### src/rtl/lock_sequencer.sv
// lock_sequencer: keypad-to-combination-lock controller.
//   Serializes accepted keys into one-cycle Enter/Digit strobes, samples the
//   lock's active-low Open/Fail indications, holds the lock open for
//   OPEN_CYCLES, then relocks it through the lock's synchronous reset.
//   Counts consecutive failures, pulses Alarm on reaching MAX_FAILS.
//   Optional feature macro: LOCK_SEQ_LOCKOUT_EN enables the timed LOCKOUT
//   state (LOCKOUT_CYCLES) and the locked_out_o output; without it
//   locked_out_o is tied low and FailCount saturates.
// Ports:
//   clk_i, rst_ni            clock, async active-low reset
//   key_valid_i/key_code_i   key strobe + code (taken only while key_ready_o)
//   cancel_i                 abandon a one-digit partial entry
//   key_ready_o              controller accepts a key this cycle
//   lock_enter_o/lock_digit_o  Enter strobe and digit to the lock
//   lock_reset_o             active-high sync reset to the lock
//   lock_open_ni/lock_fail_ni  lock indications, active-low
//   unlocked_o, locked_out_o, alarm_o, fail_count_o, ctrl_state_o  status
module lock_sequencer #(
  parameter int unsigned OPEN_CYCLES    = 16,
  parameter int unsigned MAX_FAILS      = 3,
  parameter int unsigned LOCKOUT_CYCLES = 64,
  parameter int unsigned TIMER_W        = 8
) (
  input  logic       clk_i,
  input  logic       rst_ni,
  input  logic       key_valid_i,
  input  logic [3:0] key_code_i,
  input  logic       cancel_i,
  output logic       key_ready_o,
  output logic       lock_enter_o,
  output logic [3:0] lock_digit_o,
  output logic       lock_reset_o,
  input  logic       lock_open_ni,
  input  logic       lock_fail_ni,
  output logic       unlocked_o,
  output logic       locked_out_o,
  output logic       alarm_o,
  output logic [2:0] fail_count_o,
  output logic [2:0] ctrl_state_o
);

  typedef enum logic [2:0] {
    S_CLEAR     = 3'd0,
    S_ARMED     = 3'd1,
    S_PULSE     = 3'd2,
    S_CHECK     = 3'd3,
    S_OPEN_HOLD = 3'd4,
    S_FAIL_HOLD = 3'd5,
    S_LOCKOUT   = 3'd6,
    S_UNUSED    = 3'd7
  } state_e;

  // Timers count down from N-1 to 0 so the hold lasts exactly N cycles.
  localparam logic [TIMER_W-1:0] OPEN_LOAD = TIMER_W'(OPEN_CYCLES - 1);
  localparam logic [TIMER_W-1:0] LOCK_LOAD = TIMER_W'(LOCKOUT_CYCLES - 1);
  localparam logic [2:0]         MAX_F     = 3'(MAX_FAILS);

  state_e             state_q, state_d;
  logic [1:0]         digit_cnt_q, digit_cnt_d;
  logic [TIMER_W-1:0] timer_q, timer_d;
  logic [2:0]         fail_q, fail_d;
  logic [3:0]         lock_digit_q, lock_digit_d;
  logic               alarm_q, alarm_d;
  logic               key_ready_q, lock_enter_q, lock_reset_q;
  logic               unlocked_q, locked_out_q;

  always_comb begin
    state_d      = state_q;
    digit_cnt_d  = digit_cnt_q;
    timer_d      = timer_q;
    fail_d       = fail_q;
    lock_digit_d = lock_digit_q;
    alarm_d      = 1'b0;
    unique case (state_q)
      S_CLEAR: begin
        digit_cnt_d = 2'd0;
        state_d     = S_ARMED;
      end
      S_ARMED: begin
        if (key_valid_i) begin
          lock_digit_d = key_code_i;
          digit_cnt_d  = digit_cnt_q + 2'd1;
          state_d      = S_PULSE;
        end else if (cancel_i && digit_cnt_q == 2'd1) begin
          state_d = S_CLEAR;
        end
      end
      S_PULSE: state_d = S_CHECK;
      S_CHECK: begin
        if (!lock_open_ni) begin
          fail_d  = 3'd0;
          timer_d = OPEN_LOAD;
          state_d = S_OPEN_HOLD;
        end else if (!lock_fail_ni || digit_cnt_q == 2'd2) begin
          // Count updates on entry so FAIL_HOLD and Alarm see the new value.
          if (fail_q != MAX_F) fail_d = fail_q + 3'd1;
          // Alarm only on the transition into MAX, never while saturated.
          alarm_d = (fail_q == MAX_F - 3'd1);
          state_d = S_FAIL_HOLD;
        end else begin
          state_d = S_ARMED;
        end
      end
      S_OPEN_HOLD: begin
        if (timer_q == '0) state_d = S_CLEAR;
        else               timer_d = timer_q - TIMER_W'(1);
      end
      S_FAIL_HOLD: begin
        // Preload is ignored by CLEAR when no lockout follows.
        timer_d = LOCK_LOAD;
`ifdef LOCK_SEQ_LOCKOUT_EN
        state_d = alarm_q ? S_LOCKOUT : S_CLEAR;
`else
        state_d = S_CLEAR;
`endif
      end
      S_LOCKOUT: begin
        if (timer_q == '0) begin
          fail_d  = 3'd0;
          state_d = S_CLEAR;
        end else begin
          timer_d = timer_q - TIMER_W'(1);
        end
      end
      default: state_d = S_CLEAR;
    endcase
  end

  // Moore outputs are registered from the next state so they line up with
  // state_q without a decode stage on the output path.
  always_ff @(posedge clk_i or negedge rst_ni) begin
    if (!rst_ni) begin
      state_q      <= S_CLEAR;
      digit_cnt_q  <= 2'd0;
      timer_q      <= '0;
      fail_q       <= 3'd0;
      lock_digit_q <= 4'd0;
      alarm_q      <= 1'b0;
      key_ready_q  <= 1'b0;
      lock_enter_q <= 1'b0;
      lock_reset_q <= 1'b1;
      unlocked_q   <= 1'b0;
      locked_out_q <= 1'b0;
    end else begin
      state_q      <= state_d;
      digit_cnt_q  <= digit_cnt_d;
      timer_q      <= timer_d;
      fail_q       <= fail_d;
      lock_digit_q <= lock_digit_d;
      alarm_q      <= alarm_d;
      key_ready_q  <= (state_d == S_ARMED);
      lock_enter_q <= (state_d == S_PULSE);
      lock_reset_q <= (state_d == S_CLEAR) || (state_d == S_LOCKOUT);
      unlocked_q   <= (state_d == S_OPEN_HOLD);
`ifdef LOCK_SEQ_LOCKOUT_EN
      locked_out_q <= (state_d == S_LOCKOUT);
`else
      locked_out_q <= 1'b0;
`endif
    end
  end

  assign key_ready_o  = key_ready_q;
  assign lock_enter_o = lock_enter_q;
  assign lock_digit_o = lock_digit_q;
  assign lock_reset_o = lock_reset_q;
  assign unlocked_o   = unlocked_q;
  assign locked_out_o = locked_out_q;
  assign alarm_o      = alarm_q;
  assign fail_count_o = fail_q;
  assign ctrl_state_o = state_q;

endmodule

### config.mk
export PLATFORM = sky130hd
export DESIGN_NAME = lock_sequencer
export DESIGN_NICKNAME = d
export VERILOG_FILES = /design/src/rtl/lock_sequencer.sv
export SDC_FILE = /design/constraint.sdc
export NUM_CORES = 1
export LEC_CHECK = 0
export ABC_AREA = 0
export BUFFER_PORTS_ARGS = -buffer_cell sky130_fd_sc_hd__buf_4
export CORE_ASPECT_RATIO = 0.8
export CORE_MARGIN = 2
export CORE_UTILIZATION = 40
export CTS_CLUSTER_DIAMETER = 50
export DETAILED_ROUTE_END_ITERATION = 8
export GPL_ROUTABILITY_DRIVEN = 0
export PLACE_DENSITY = 0.72
export SLEW_MARGIN = 40
export SYNTH_ARGS = -nofsm -noshare
export SYNTH_HDL_FRONTEND = slang
export SYNTH_SLANG_ARGS = --single-unit
### constraint.sdc
create_clock -name clk_i -period 4.87 [get_ports clk_i]
set_clock_uncertainty 0.1 [all_clocks]
set_input_delay 0.2435 -clock clk_i [delete_from_list [all_inputs] [get_ports clk_i]]
set_output_delay 0.2435 -clock clk_i [all_outputs]
set_load 0.05 [all_outputs]
==> metrics.md <==
| Metric | Value |
|---|---|
| Root Buffer Master | `clkbuf_8` |
| CTS resizes | `0` |
| Critical path fanouts, max | `7` |
| Clk Latency, worst-skew pair | `0.28 ns` |
| VDD IR max | `0.346 mV` |
| Syn_nets | `140` |
| Core footprint | `0.00311 sq mm` |
| CTS H-tree depth | `1` |
| Share of cells above drive strength 1 | `30.2%` |
| FP Rows | `18` |
| Cts-stage hold buffer count | `1` |
| Final Net Count | `167` |
| Library cells used by synthesis | `41` |
| Slew Limit Fails | `0` |
| Die width | `68.2 um` |
| PwrDens | `642 mW/mm^2` |
| Initial DRC count | `51` |
| Grt ovf | `0` |
| Tmin final | `1.90 ns` |
| Total GRT Usage | `16.0%` |
| Final worst setup slack | `2.97 ns` |
| Total Wirelength | `2.64 mm` |
| Die extent in y | `55.4 um` |
| Worst Setup End Kind | `flop` |
| Post-CTS Setup Bufs | `0` |
| Via count | `992` |
| Max-Cap Viols | `0` |
| Initial antenna violation count | `0` |
| Slowest CP cell | `dfrtp_1` |
| Outcome | `completed` |
| Die Area | `0.00377 sq mm` |
| Number of global-route vias before repair | `925` |
| Finish-stage setup viols | `0` |
| Io pins | `26` |
| Final period util | `38.9%` |
| Wire per inst | `14.0 um` |
| Residual DRC | `0` |
| Final Hold Fails | `0` |
| CP Cell Sequence | `inv_1 -> ha_1 -> nor3b_2 -> and4_1 -> a21oi_2 -> mux2_1` |
| Area delta synth->final | `19.9%` |
| Largest stage delay, worst path | `0.45 ns` |
| Average cell area after synthesis | `10.7 sq um` |
| Port bufs | `24` |
| Register area share after synthesis | `47.5%` |
| Hpwl dp | `1.94 mm` |
| Mean number of vias per cell | `5.25` |
| CTS Buf Count | `3` |
| Syn. warnings | `0` |
| Leakage | `0.735 nW` |
| WP data required | `4.93 ns` |
| Clock buffer depth | `2` |
| Netlist Area Pre-Place | `0.00132 sq mm` |
| Area of the multi-input gates | `621 sq um` |
| Total Neg Setup Slack | `0 ns` |
| CTS tree | `built` |
| Startpoint types | `flop` |
| Worst hold path class | `in2reg` |
| CTS sink cnt | `25` |
| Final ANT Viol Nets | `0` |
| Reg clk slew, reported paths | `0.09 ns` |
| RSZ-0062 raised after global routing | `false` |
| Fmax | `528 MHz` |
| Register bit count reported by yosys | `25` |
| Pre-CTS setup slack | `2.99 ns` |
| # diodes | `0` |
| WS Path Type | `reg2reg` |
| Arrival time at the worst endpoint | `1.96 ns` |
| Sequential cell area | `627 sq um` |
| Initial core utilization | `42.4%` |
| DRT Pass-1 Iters | `4` |
| First-pass GRT wire length | `4.47 mm` |
| Post-Syn Instances | `123` |
| Filler cell count | `289` |
| Largest net degree at the start of global routing | `26` |
[registers in the layout, summed over array words and instances, names as in the netlist]
register and count:
unlocked_o 1, timer_q 8, alarm_o 1, lock_digit_o 4, ctrl_state_o 3, digit_cnt_q 2, lock_enter_o 1, key_ready_o 1
fail_count_o 3, lock_reset_o 1
[cells in the final DEF, fill, tap and decap left out, types with 3 or more instances in the layout]
master	instances
clkbuf_8	3
mux2_2	4
inv_1	10
mux2_1	3
o21ai_0	7
a31oi_1	3
nor2_1	10
buf_4	24
dfrtp_1	24
a21oi_2	3
ha_1	7
nor3_1	5
a21oi_1	3
nand2_1	8
[Yosys cell counts]
cell,instances,area [sq um]
o221ai_1,1,8.76
mux2_2,4,45.0
buf_6,1,11.3
conb_1,1,3.75
buf_4,2,15.0
and4_1,1,8.76
nand3_1,2,10.0
nand2_1,8,30.0
inv_2,2,7.51
nor3_4,1,16.3
nor3b_1,2,15.0
xor2_1,1,8.76
nor2_1,10,37.5
a21oi_4,1,16.3
and3_1,1,6.26
o31ai_1,1,7.51
inv_1,10,37.5
or3b_1,1,8.76
a22oi_1,2,15.0
a31o_2,1,8.76
a21oi_2,3,26.3
nor3_1,5,25.0
ha_1,7,87.6
nor3_2,1,10.0
nor2b_1,1,6.26
o22ai_1,1,6.26
nand2b_1,2,12.5
nor3b_2,1,12.5
o41ai_1,1,8.76
a31oi_1,3,18.8
a21oi_1,3,15.0
mux2_1,3,33.8
dfrtp_1,24,601
a32o_1,1,10.0
a211oi_1,1,7.51
and2b_2,1,8.76
nor4_4,1,21.3
o21ai_0,7,35.0
dfstp_2,1,26.3
mux2i_1,2,20.0
nand4b_1,1,8.76
[cells by family after synthesis]
family          after synthesis  share of synthesized area [%]
compound gates               26                           13.9
flops                        25                           47.5
fa+ha+maj                     7                           6.64
mux                           9                           7.49
other cells                   1                          0.284
xor+xnor                      1                          0.664
buf+inv                      15                           5.41
simple gates                 39                           18.0
[final cells by class]
type	count	share of cell area, %
clock buffer	3	2.61
clock inverter	1	0.475
inverter	12	2.85
multi-input combinational	83	39.2
sequential	25	39.6
tap	40	3.16
timing repair buffer	25	12.0
[critical path: cells and delay by family (launching register included)]
kind / cells / cell delay, ns
buf+inv: 1 / 0.12
compound gates: 1 / 0.06
flops: 1 / 0.45
fa+ha+maj: 1 / 0.16
mux: 1 / 0.32
simple gates: 2 / 0.57
[where the power goes]
| group | internal, mW | switching (mW) | leakage, nW | total (mW) |
|---|---|---|---|---|
| sequential | 0.283 | 0.0821 | 0.305 | 0.365 |
| combinational | 0.179 | 0.343 | 0.409 | 0.522 |
| clock | 0.0582 | 0.0699 | 0.0217 | 0.128 |
| total | 0.520 | 0.495 | 0.735 | 1.02 |
[layer usage]
layer  track usage (%)  vias to the layer above  wire length (um)
li1                  -                      486                 -
met1              22.1                      475              1220
met2              22.6                       26              1200
met3              6.11                        5               172
met4              6.00                        0                44
met5                 0                        -                 0
[metrics by stage]
step / instance area (sq um) / std cells / total power [mW] / utilization [%] / hold slack, ns
2_1_floorplan: 1320 / 123 / 0.749 / - / -0.152
3_3_place_gp: 1520 / 184 / 0.875 / 49.0 / 0.0602
3_5_place_dp: 1520 / 184 / 0.891 / 49.0 / 0.0696
4_1_cts: 1580 / 189 / 1.02 / 50.9 / 0.0869
5_1_grt: 1580 / 189 / 1.08 / 50.9 / 0.0913
6_report: 1580 / 189 / 1.02 / 50.9 / 0.0931
[path summary, 6_finish.rpt]
kind,start,to,slack [ns],cells past startpoint
setup reg to reg,timer_q[0],fail_count_o[2],2.97,6
max in group asynchronous,rst_ni,lock_reset_o,4.08,2
hold / removal,key_code_i[1],lock_digit_o[1],0.09,2
min in group asynchronous,rst_ni,alarm_o,0.30,2
setup / recovery,timer_q[0],fail_count_o[2],2.97,6
hold reg to reg,lock_digit_o[1],lock_digit_o[1],0.42,1
No activity file was read; power rests on OpenSTA's default activity.
